===== config.mk =====
export PLATFORM = sky130hd
export DESIGN_NAME = fwd_hazard_unit
export DESIGN_NICKNAME = d
export VERILOG_FILES = /design/src/rtl/fwd_hazard_pkg.sv /design/src/rtl/fwd_sb_entry.sv /design/src/rtl/fwd_hazard_unit.sv
export SDC_FILE = /design/constraint.sdc
export NUM_CORES = 1
export LEC_CHECK = 0
export BUFFER_PORTS_ARGS = -buffer_cell sky130_fd_sc_hd__buf_2
export CAP_MARGIN = 20
export CORE_MARGIN = 2
export CORE_UTILIZATION = 30
export DETAILED_ROUTE_END_ITERATION = 7
export HOLD_SLACK_MARGIN = 0.12
export SYNTH_ARGS = -nofsm -noshare
export SYNTH_HDL_FRONTEND = slang
export SYNTH_SLANG_ARGS = --single-unit

===== constraint.sdc =====
create_clock -name clk -period 2.9 [get_ports clk]
set_input_delay 0.29 -clock clk [delete_from_list [all_inputs] [get_ports clk]]
set_output_delay 0.29 -clock clk [all_outputs]
set_load 0.02 [all_outputs]

===== src/rtl/fwd_hazard_pkg.sv =====
// fwd_hazard_pkg: shared constants, select-width helper and stall-cause type for the forwarding/hazard unit.
package fwd_hazard_pkg;
   localparam int DEF_REG_AW   = 5;
   localparam int DEF_NUM_REGS = 2**DEF_REG_AW;
   localparam int FSEL_RF      = 0;

   typedef enum logic [1:0] {CAUSE_NONE, CAUSE_LD_USE, CAUSE_RAW, CAUSE_WAW} stall_cause_e;

   function automatic int fwd_sel_w(input int num_fwd);
      return $clog2(num_fwd + 1);
   endfunction
endpackage


===== src/rtl/fwd_sb_entry.sv =====
// fwd_sb_entry: one scoreboard slot, a load/decrement latency counter that reports busy while non-zero.
module fwd_sb_entry #(
   parameter int LAT_W = 6
) (
   input  logic             clk,
   input  logic             rst_n,
   input  logic             load,
   input  logic [LAT_W-1:0] lat,
   output logic             busy
);
   logic [LAT_W-1:0] cnt;

   always_ff @(posedge clk or negedge rst_n)
      if (!rst_n) cnt <= '0;
      else if (load) cnt <= lat;
      else if (busy) cnt <= cnt - 1'b1;

   assign busy = cnt != '0;
endmodule


===== src/rtl/fwd_hazard_unit.sv =====
// fwd_hazard_unit: EX bypass select, ID load-use/RAW/WAW stall and a per-register latency scoreboard.
// Optional stall-cause perf counters when FWD_HAZARD_PERF_EN is defined.
module fwd_hazard_unit import fwd_hazard_pkg::*; #(
   parameter  int NUM_SRC  = 2,
   parameter  int NUM_FWD  = 2,
   parameter  int REG_AW   = DEF_REG_AW,
   parameter  int LAT_W    = 6,
   localparam int SEL_W    = fwd_sel_w(NUM_FWD),
   localparam int NUM_REGS = 2**REG_AW
) (
   input  logic                      clk,
   input  logic                      rst_n,
   input  logic [NUM_SRC*REG_AW-1:0] ex_rs,
   input  logic [NUM_SRC*REG_AW-1:0] id_rs,
   input  logic [NUM_SRC-1:0]        id_rs_used,
   input  logic [REG_AW-1:0]         id_rd,
   input  logic                      id_regwrite,
   input  logic [REG_AW-1:0]         ex_rd,
   input  logic                      ex_regwrite,
   input  logic                      ex_is_load,
   input  logic [NUM_FWD*REG_AW-1:0] stg_rd,
   input  logic [NUM_FWD-1:0]        stg_regwrite,
   input  logic                      lc_issue,
   input  logic [REG_AW-1:0]         lc_rd,
   input  logic [LAT_W-1:0]          lc_lat,
   output logic [NUM_SRC*SEL_W-1:0]  fwd_sel,
   output logic                      stall,
`ifdef FWD_HAZARD_PERF_EN
   output logic [31:0]               perf_stall_raw,
   output logic [31:0]               perf_stall_waw,
   output logic [31:0]               perf_stall_ld,
`endif
   output logic [NUM_REGS-1:0]       busy_vec
);
   logic ld_use, raw, waw;
   stall_cause_e cause;

   // Scan oldest to youngest so the youngest matching stage is written last and wins.
   always_comb begin
      fwd_sel = {NUM_SRC{SEL_W'(FSEL_RF)}};
      for (int s = 0; s < NUM_SRC; s++)
         for (int k = NUM_FWD - 1; k >= 0; k--)
            if (stg_regwrite[k] && stg_rd[k*REG_AW +: REG_AW] != '0 &&
                stg_rd[k*REG_AW +: REG_AW] == ex_rs[s*REG_AW +: REG_AW])
               fwd_sel[s*SEL_W +: SEL_W] = SEL_W'(k + 1);
   end

   always_comb begin
      ld_use = 1'b0;
      raw    = 1'b0;
      for (int s = 0; s < NUM_SRC; s++) begin
         ld_use = ld_use | (ex_is_load && ex_regwrite && ex_rd != '0 &&
                            ex_rd == id_rs[s*REG_AW +: REG_AW] && id_rs_used[s]);
         raw    = raw | (busy_vec[id_rs[s*REG_AW +: REG_AW]] && id_rs_used[s] &&
                         id_rs[s*REG_AW +: REG_AW] != '0);
      end
      waw   = id_regwrite && id_rd != '0 && busy_vec[id_rd];
      cause = ld_use ? CAUSE_LD_USE : raw ? CAUSE_RAW : waw ? CAUSE_WAW : CAUSE_NONE;
      stall = cause != CAUSE_NONE;
   end

   // x0 never becomes busy, so it gets no counter.
   assign busy_vec[0] = 1'b0;
   for (genvar r = 1; r < NUM_REGS; r++) begin : g_sb
      fwd_sb_entry #(.LAT_W(LAT_W)) u_sb (
         .clk  (clk),
         .rst_n(rst_n),
         .load (lc_issue && lc_rd == REG_AW'(r) && lc_lat != '0),
         .lat  (lc_lat),
         .busy (busy_vec[r])
      );
   end

`ifdef FWD_HAZARD_PERF_EN
   always_ff @(posedge clk or negedge rst_n)
      if (!rst_n) begin
         perf_stall_raw <= '0;
         perf_stall_waw <= '0;
         perf_stall_ld  <= '0;
      end else begin
         if (cause == CAUSE_LD_USE && perf_stall_ld  != '1) perf_stall_ld  <= perf_stall_ld  + 1'b1;
         if (cause == CAUSE_RAW    && perf_stall_raw != '1) perf_stall_raw <= perf_stall_raw + 1'b1;
         if (cause == CAUSE_WAW    && perf_stall_waw != '1) perf_stall_waw <= perf_stall_waw + 1'b1;
      end
`endif
endmodule


==> out/metrics.cfg, run 1 <==
[synthesis]
ys_async_sr_fraction_pct=100.0
synth_cell_type_count=61
synth_nets=1582
yosysSeqAreaShare_pct=37.33
yosys.area.top_type=dfrtp_1
postSynthRegisterBits=186
synth-edff-count=0
synthesized_netlist_cell_count=1459
synth-main-ff-cell=dfrtp_1
synth.most_common_cell=nand2_1
post_synth_main_area_contributors=dfrtp_1 (37%), nand2_1 (7.8%), xnor2_1 (6.5%), o31ai_1 (6.3%), ha_1 (6.2%)
synthDominantCellAreaShare_pct=37.33
synth_commonest_cells=nand2_1 (259), dfrtp_1 (186), nor2_1 (109)
syn_area_per_cell_um2=8.547
yosysWarnings=0
netlist_area_um2=12470

[sta]
max_slew_margin_pct=44.19
timing_max_transition_violations_final=0
finalHoldViolCount=0
fin_worst_skew_ns=0.01172
worstMarginPinSlew_ns=0.8341
worst_hold_slack_ns=0.2356
layout_setup_ws_ns=-0.3387
number_of_setup_violations_in_the_final_report=1
rsz0062_at_grt=yes
final.min_clock_period_ns=3.239
timing.fmax_ghz=0.3088
period_share_pct=111.7

[clock_tree]
cts.reportedPaths.clkPinSlew_ns=0.08
cts.sinks=186
cts.htree.levels=4
tritoncts.num_buffers=17
insertion_delay_ns=0.45
clock_path_buffers=2
tritoncts_clock_tree=built
clock-root-buffer=clkbuf_16

[floorplanning]
core_region_area_um2=40920
die-width_um=207.9
ios=98
die_h_um=207.9
start_util_pct=30.47
fp-row-count=74
die_area_um2=43210

[worst_setup_path]
setup.worst_path.end_class=output port
timing.critical_path.arrival_ns=2.95
setup_crit_start_kind=flop
critPathMaxFanout=3
worst-setup-path-type=reg2out
critical_path_required_ns=2.61

[cells_and_area]
num-nets-final=1689
num-fill-cells=4173
post_route_cells_drive_above_1_share_pct=18.43
area.growth.synth_to_final_pct=17.02
registers_with_the_most_flip_flops=g_sb.u_sb.cnt: 186 flops
layout.area.seq_um2=4654
multi_input_area_um2=6980
number_of_flip_flops_under_the_largest_register_name=186
largest_register=g_sb.u_sb.cnt

[global_routing]
grtUsageTotal_pct=16.98
maximum_number_of_pins_on_one_net_before_global_route_repair=90
antenna_violations_before_repair=4
globalRoute.totalOverflow=0
grt_pass1_wl_um=57560
first_global_vias=10440

[route]
drc_violations_left=0
dr_total_vias=10560
drt_pre_antenna_iters=5
number_of_vias_per_cell_after_detailed_routing=4.997
drt-wirelength-per-cell_um=17.15
drt-total-wl_um=36250
remaining_number_of_nets_flagged_by_the_antenna_check_after_routing=0
drt_iter0_markers=798

[job]
maxCapViolations=0

[placement]
post-dp-hpwl_um=25960
finalWeightedCongestion=0.9011
port_buffers=96

[min_path]
hold_path.class=in2reg

[outcome]
failed_checks=setup timing
status=finished, violations left

[pwr]
power.ir.vdd_worst_mv=0.4501
power_leakage_nw=6.012
post-layout-total-power_w=0.01380
cellPowerDensity_nw_per_um2=945.8

[repair_timing]
action / in CTS / in global routing
gates resized for setup: 13 / 28
pin swaps: 9 / 9
hold buffers: 1 / 0
endpoints found under the setup margin: 1 / 1
setup buffers: 3 / 3
hold endpoints to repair: 84 / 0
[critical path, stage by stage, from the launching register on]
cell and delay [ns]:
dfrtp_1 0.39, inv_1 0.08, ha_1 0.14, nand3_1 0.21
buf_4 0.25, mux4_2 0.47, a21oi_1 0.18, a211oi_1 0.10
or4_4 0.54, buf_6 0.16
[worst paths after layout]
kind / start / to / slack (ns) / depth (start not counted)
setup / recovery: g_sb[19].u_sb.cnt[1] / stall / -0.34 / 9
min in group asynchronous: rst_n / g_sb[7].u_sb.cnt[2] / 0.47 / 2
setup reg to reg: g_sb[10].u_sb.cnt[3] / g_sb[10].u_sb.cnt[1] / 1.11 / 7
hold reg to reg: g_sb[17].u_sb.cnt[0] / g_sb[17].u_sb.cnt[0] / 0.56 / 1
max in group asynchronous: rst_n / g_sb[28].u_sb.cnt[1] / 1.64 / 3
hold / removal: lc_rd[0] / g_sb[19].u_sb.cnt[0] / 0.24 / 3
[placed cells by master (no fill, tap or decap), types with 61 or more instances in the layout]
cell type and n:
nand2_1 259, dfrtp_1 186, nor2_1 109, o31ai_1 103
buf_4 102, buf_2 94, o21ai_0 93, xnor2_1 92
inv_1 90, xor2_1 85, ha_1 61
[per-stage QoR]
step                util (%)  instances  area (µm²)  TNS [ns]  worst slack [ns]
floorplan                  -       1459       12470         0            0.1085
global placement       33.74       2072       13810  -0.06003          -0.06003
detailed placement     33.74       2072       13810   -0.1554           -0.1554
CTS                    35.37       2108       14480   -0.3517           -0.3517
global route           35.65       2113       14590   -0.4527           -0.4527
finish                 35.65       2114       14590   -0.3387           -0.3387
[power breakdown]
group / total, W / switching, W / internal [W] / leakage, nW
sequential: 0.00512 / 0.00110 / 0.00402 / 2.21
combinational: 0.00631 / 0.00318 / 0.00313 / 3.52
clock: 0.00237 / 0.00116 / 0.00122 / 0.281
[cell families after synthesis]
| group | after synthesis | synth area share, % |
|---|---|---|
| xor+xnor | 177 | 12.43 |
| flops | 186 | 37.33 |
| fa+ha+maj | 62 | 6.221 |
| other cells | 1 | 0.03007 |
| mux | 30 | 3.653 |
| simple gates | 532 | 19.15 |
| buf+inv | 215 | 7.746 |
| compound gates | 256 | 13.45 |
[layout make-up]
type	count	share of cell area, %
Clock buffer	17	2.915
Antenna cell	3	0.05145
Tap cell	532	4.562
Clock inverter	15	1.089
Timing Repair Buffer	201	8.986
Sequential cell	186	31.90
Multi-Input combinational cell	1058	47.84
Inverter	102	2.658
[per-layer routing]
metal	vias to the layer above	global-route usage (%)	part of all wire, %
met5	-	0	0
met4	0	5.282	2.2
met3	51	2.980	5.8
met2	311	26.99	46
met1	5085	23.47	46
li1	5116	-	-
(Power assumes the default switching activity.)
==> run 2, diff against run 1 <==
--- a/config.mk
+++ b/config.mk
@@ -7,6 +7,7 @@
 export LEC_CHECK = 0
 export BUFFER_PORTS_ARGS = -buffer_cell sky130_fd_sc_hd__buf_2
 export CAP_MARGIN = 20
+export CORE_ASPECT_RATIO = 1.75
 export CORE_MARGIN = 2
 export CORE_UTILIZATION = 30
 export DETAILED_ROUTE_END_ITERATION = 7
==> out/metrics.cfg, run 2 (synthesis results as in run 1) <==
[sta]
finalHoldViolCount=0  ; unchanged
worstMarginPinSlew_ns=0.8207  ; -0.01342 ns
timing_max_transition_violations_final=0  ; unchanged
timing.fmax_ghz=0.3109  ; +0.68%
rsz0062_at_grt=yes
max_slew_margin_pct=43.87  ; -0.31 points
period_share_pct=110.9  ; -0.76 points
final.min_clock_period_ns=3.217  ; -0.02198 ns
number_of_setup_violations_in_the_final_report=1  ; unchanged
layout_setup_ws_ns=-0.3168  ; +0.02198 ns
fin_worst_skew_ns=0.006713  ; -0.005011 ns

[route]
dr_total_vias=10650  ; +0.80%
drt_iter0_markers=710  ; -11%
drt_pre_antenna_iters=5  ; unchanged
number_of_vias_per_cell_after_detailed_routing=5.029  ; +0.65%
remaining_number_of_nets_flagged_by_the_antenna_check_after_routing=0  ; unchanged
drt-wirelength-per-cell_um=17.65  ; +2.9%
drt-total-wl_um=37370  ; +3.1%
drc_violations_left=0  ; unchanged

[cells_and_area]
area.growth.synth_to_final_pct=16.47
layout.area.seq_um2=4654  ; unchanged
num-fill-cells=4252  ; +1.9%
num-nets-final=1677  ; -0.71%
layout_commonest_cell=nand2_1
largest_register=g_sb.u_sb.cnt
final_cell_mix=nand2_1 (259), dfrtp_1 (186), nor2_1 (109), o31ai_1 (104), inv_1 (95)
stdcell_count=2117  ; +0.14%
registers_with_the_most_flip_flops=g_sb.u_sb.cnt: 186 flops
post_route_cells_drive_above_1_share_pct=16.93  ; -1.5 points
multi_input_area_um2=6963  ; -0.25%
number_of_flip_flops_under_the_largest_register_name=186  ; unchanged

[worst_setup_path]
critical_path_required_ns=2.61  ; about the same
setup_crit_start_kind=flop
worst-setup-path-type=reg2out
critPathMaxFanout=3  ; unchanged
timing.critical_path.arrival_ns=2.93  ; -0.02 ns
setup.worst_path.end_class=output port

[pwr]
power.ir.vdd_worst_mv=0.4082  ; -9.3%
post-layout-total-power_w=0.01391  ; +0.79%
cellPowerDensity_nw_per_um2=957.7  ; +1.3%
clockPowerShare_pct=18.1  ; +0.9 points
net-switching-power_w=0.005323  ; -2.0%
power_frac_seq_pct=37.0  ; about the same
combPwrFrac_pct=44.9  ; -0.8 points
switching_share_pct=38.27  ; -1.1 points
power_leakage_nw=5.966  ; -0.77%
internal_power_of_the_cells_w=0.008585  ; +2.6%

[floorplanning]
die_h_um=273.7  ; +32%
ios=98  ; unchanged
fp-row-count=98  ; +32%
die-width_um=158.1  ; -24%
die_area_um2=43280  ; +0.15%
start_util_pct=30.45  ; about the same
core_region_area_um2=40950  ; about the same

[placement]
post-dp-hpwl_um=27350  ; +5.4%
finalWeightedCongestion=0.8725  ; -3.2%
placed_cells=2079  ; +0.34%
port_buffers=96  ; unchanged

[outcome]
failed_checks=setup timing
status=finished, violations left

[clock_tree]
tritoncts_clock_tree=built
insertion_delay_ns=0.45  ; about the same
cts.sinks=186  ; unchanged
cts.htree.levels=4  ; unchanged
cts.reportedPaths.clkPinSlew_ns=0.07  ; about the same
tritoncts.num_buffers=17  ; unchanged
clock-root-buffer=clkbuf_16
clock_path_buffers=2  ; unchanged

[global_routing]
grtUsageTotal_pct=17.81  ; +0.84 points
grt_pass1_wl_um=58810  ; +2.2%
first_global_vias=10900  ; +4.4%
globalRoute.totalOverflow=0  ; unchanged
antenna_violations_before_repair=10  ; +6
maximum_number_of_pins_on_one_net_before_global_route_repair=76  ; -16%

[min_path]
hold_path.class=in2reg

[job]
maxCapViolations=0  ; unchanged

-- run 2: routing by layer --
layer  up-vias  GRT usage, %  part of all wire (%)
met4        14         8.772                   4.7
met1      5162         19.06                    38
met2       298         32.29                    52
met3       102         4.275                   5.5
li1       5071             -                     -
met5         -             0                  0.22
-- run 2: area by class of cell --
class                   count  area share (%)
clock inverters             8          0.9822
multi-input cells        1058           47.95
clock buffers              22           3.265
well taps                 550           4.739
flip-flops and latches    186           32.05
inverters                 102           2.671
repair buffers            189           8.314
diodes                      2         0.03446
-- run 2: path summary, 6_finish.rpt --
check                                     start                    to  slack, ns  depth (start not counted)
setup reg to reg           g_sb[30].u_sb.cnt[1]  g_sb[30].u_sb.cnt[1]       1.08                          8
min in group asynchronous                 rst_n   g_sb[7].u_sb.cnt[0]       0.39                          2
hold reg to reg            g_sb[31].u_sb.cnt[5]  g_sb[31].u_sb.cnt[5]       0.58                          2
setup / recovery           g_sb[14].u_sb.cnt[0]                 stall      -0.32                         10
hold / removal                         lc_rd[0]  g_sb[19].u_sb.cnt[0]       0.21                          3
max in group asynchronous                 rst_n  g_sb[14].u_sb.cnt[5]       1.67                          3
-- run 2: power by group through the flow --
stage | Sequential [W] | Clock (W) | Combinational (W)
final | 0.00515 | 0.00252 | 0.00624
after global placement | 0.00509 | 0 | 0.00593
after global routing | 0.00533 | 0.00265 | 0.00716
after detailed placement | 0.00513 | 0 | 0.00611
after CTS | 0.00512 | 0.00257 | 0.00620
after floorplan | 0.00492 | 0 | 0.00462
-- run 2: repair_timing --
item,in CTS,in global routing
buffers inserted,2,3
hold buffers,1,0
setup endpoints to repair,1,1
pin swaps,5,5
endpoints found under the hold margin,69,0
gates resized for setup,14,19
-- run 2: critical path: stages (launching register included) --
cell and delay, ns:
dfrtp_1 0.37, inv_1 0.11, ha_1 0.16, nand2b_1 0.11
nor4_4 0.18, inv_1 0.11, mux4_2 0.48, o22ai_1 0.15
o41ai_1 0.10, or4_4 0.55, buf_6 0.15
-- run 2: metrics by stage --
stage	TNS, ns	setup WS, ns	hold WS, ns	utilization [%]	instance area (µm²)
3_3_place_gp	-0.1109	-0.1109	0.3446	33.51	13720
4_1_cts	-0.3494	-0.3494	0.1924	35.22	14420
6_report	-0.3168	-0.3168	0.2123	35.46	14520
2_1_floorplan	0	0.1085	-0.005591	-	12470
5_1_grt	-0.4203	-0.4203	0.2429	35.45	14520
3_5_place_dp	-0.09844	-0.09844	0.3476	33.51	13720
==> run 3, diff against run 2 <==
--- a/config.mk
+++ b/config.mk
@@ -7,11 +7,14 @@
 export LEC_CHECK = 0
 export BUFFER_PORTS_ARGS = -buffer_cell sky130_fd_sc_hd__buf_2
 export CAP_MARGIN = 20
+export CELL_PAD_IN_SITES_DETAIL_PLACEMENT = 1
+export CELL_PAD_IN_SITES_GLOBAL_PLACEMENT = 1
 export CORE_ASPECT_RATIO = 1.75
 export CORE_MARGIN = 2
 export CORE_UTILIZATION = 30
 export DETAILED_ROUTE_END_ITERATION = 7
 export HOLD_SLACK_MARGIN = 0.12
+export PLACE_DENSITY_LB_ADDON = 0.1
 export SYNTH_ARGS = -nofsm -noshare
 export SYNTH_HDL_FRONTEND = slang
 export SYNTH_SLANG_ARGS = --single-unit
==> out/metrics.cfg, run 3 (synthesis results as in run 1) <==
[outcome]
status=finished, violations left
failed_checks=setup timing

[sta]
finalHoldViolCount=0  ; unchanged
worstMarginPinSlew_ns=0.8630  ; +0.04230 ns
number_of_setup_violations_in_the_final_report=1  ; unchanged
period_share_pct=111.4  ; +0.44 points
rsz0062_at_grt=yes
timing_max_transition_violations_final=0  ; unchanged
layout_setup_ws_ns=-0.3295  ; -0.01276 ns
max_slew_margin_pct=42.25  ; -1.6 points
fin_worst_skew_ns=0.01141  ; +0.004695 ns
setup-tns-final_ns=-0.3295  ; -0.01276 ns
timing.fmax_ghz=0.3096  ; -0.40%
final.min_clock_period_ns=3.230  ; +0.01276 ns

[placement]
placed_cells=2105  ; +1.3%
placement.setup.worst_slack_ns=-0.1107  ; -0.01230 ns
post-dp-hpwl_um=31570  ; +15%
postPlaceCellArea_um2=13940  ; +1.6%
finalWeightedCongestion=0.7960  ; -8.8%
port_buffers=96  ; unchanged

[worst_setup_path]
critPathMaxFanout=3  ; unchanged
cpMaxStageDelayCell=or4_4
setup_crit_start_kind=flop
timing.critical_path.arrival_ns=2.94  ; about the same
crit_path_max_incr_delay_ns=0.57  ; +0.02 ns
cp.buffers_inverters=3  ; unchanged
crit_chain=inv_2 > ha_4 > nand2b_4 > nor4_4 > inv_1 > mux4_2 > o22ai_2 > o41ai_2 > or4_4 > buf_6
critical_path_required_ns=2.61  ; about the same
cp_delay_by_family_top=simple AND/OR/NAND/NOR gates
worst-setup-path-type=reg2out
setup.worst_path.end_class=output port

[cells_and_area]
multi_input_area_um2=7020  ; +0.83%
layout.area.seq_um2=4654  ; unchanged
num-nets-final=1708  ; +1.8%
final_cell_mix=nand2_1 (259), dfrtp_1 (186), buf_4 (119), nor2_1 (108), o31ai_1 (104)
area.growth.synth_to_final_pct=18.47
number_of_flip_flops_under_the_largest_register_name=186  ; unchanged
antenna_cells_inserted=0  ; -2
registers_with_the_most_flip_flops=g_sb.u_sb.cnt: 186 flops
post_route_cells_drive_above_1_share_pct=19.09  ; +2.2 points
largest_register=g_sb.u_sb.cnt
post_route_cell_area_um2=14770  ; +1.7%
stdcell_count=2148  ; +1.5%
num-fill-cells=4905  ; +15%
layout_commonest_cell=nand2_1

[floorplanning]
core_region_area_um2=40950  ; unchanged
start_util_pct=30.45  ; unchanged
fp-row-count=98  ; unchanged
die_h_um=273.7  ; unchanged
ios=98  ; unchanged
die-width_um=158.1  ; unchanged
die_area_um2=43280  ; unchanged

[global_routing]
antenna_violations_before_repair=5  ; -5
globalRoute.totalOverflow=0  ; unchanged
grtUsageTotal_pct=20.61  ; +2.8 points
grt_pass1_wl_um=66870  ; +14%
maximum_number_of_pins_on_one_net_before_global_route_repair=60  ; -21%
first_global_vias=11530  ; +5.8%

[route]
drt-wirelength-per-cell_um=20.14  ; +14%
dr_total_vias=10740  ; +0.87%
drt_iter0_markers=365  ; -49%
drc_violations_left=0  ; unchanged
remaining_number_of_nets_flagged_by_the_antenna_check_after_routing=0  ; unchanged
drt-total-wl_um=43250  ; +16%
number_of_vias_per_cell_after_detailed_routing=5.000  ; -0.58%
drt_pre_antenna_iters=4  ; -1

[clock_tree]
cts.sinks=186  ; unchanged
insertion_delay_ns=0.47  ; +0.02 ns
tritoncts_clock_tree=built
clock-root-buffer=clkbuf_16
clock_path_buffers=2  ; unchanged
tritoncts.num_buffers=17  ; unchanged
cts.htree.levels=4  ; unchanged
cts.reportedPaths.clkPinSlew_ns=0.07  ; about the same

[job]
maxCapViolations=0  ; unchanged

[min_path]
hold_path.class=in2reg

[pwr]
cellPowerDensity_nw_per_um2=956.4  ; -0.14%
power.ir.vdd_worst_mv=0.3024  ; -26%
post-layout-total-power_w=0.01413  ; +1.6%
power_leakage_nw=6.088  ; +2.0%

[run 3: cell count changes in the layout (fill, tap and decap cells not counted), moves of 2 or more]
cell | previous run | this run
buf_12 | 0 | 2
buf_4 | 89 | 119
bufinv_16 | 4 | 0
clkinv_2 | 3 | 1
clkinv_4 | 0 | 4
clkinvlp_4 | 1 | 4
diode_2 | 2 | 0
inv_1 | 95 | 92
inv_2 | 5 | 7
[run 3: worst min-delay path, delay by kind of cell]
family          cells  cell delay, ns
compound gates      1            0.09
buf+inv             1            0.14
simple gates        1            0.10
[run 3: timing repair]
item                                   in CTS  in global routing
gates resized for setup                    26                 15
endpoints found under the hold margin      48                  0
pin swaps                                  11                  6
setup endpoints to repair                   1                  1
setup buffers                               6                  4
hold buffers                                1                  0
[run 3: report_power, final]
group / leakage [nW] / switching (W) / internal [W]
logic: 3.61 / 0.00338 / 0.00328
clock network: 0.264 / 0.00116 / 0.00118
registers: 2.21 / 0.00111 / 0.00402
total: 6.09 / 0.00565 / 0.00848
[run 3: layout make-up]
class / instances / area share [%]
clock buffer: 21 / 3.185
inverter: 102 / 2.626
multi-input combinational: 1058 / 47.52
sequential: 186 / 31.51
clock inverter: 11 / 0.6098
timing repair buffer: 220 / 9.892
tap: 550 / 4.658
[run 3: final timing paths]
kind                                       from              endpoint  slack [ns]  cells after the start
max in group asynchronous                 rst_n  g_sb[11].u_sb.cnt[1]        1.71                      3
min reg2reg                g_sb[19].u_sb.cnt[5]  g_sb[19].u_sb.cnt[5]        0.58                      2
max                        g_sb[14].u_sb.cnt[1]                 stall       -0.33                     10
min in group asynchronous                 rst_n  g_sb[31].u_sb.cnt[4]        0.36                      2
max reg2reg                g_sb[10].u_sb.cnt[3]  g_sb[10].u_sb.cnt[1]        1.12                      7
min                                    lc_rd[0]  g_sb[19].u_sb.cnt[0]        0.22                      3
[run 3: routing by layer]
layer  GRT usage, %  up-vias  routed length (µm)  part of all wire [%]
li1               -     5141                   -                     -
met1          23.60     5375               17610                    41
met2          38.03      156               23080                    53
met3          2.977       60                1133                   2.6
met4          7.966        8                1389                   3.2
met5              0        -                  46                  0.11
[run 3: through the flow]
stage,utilization [%],hold slack [ns]
global placement,34.04,0.3020
global route,36.07,0.2310
finish,36.07,0.2151
floorplan,-,-0.005591
detailed placement,34.04,0.3063
CTS,35.81,0.1896
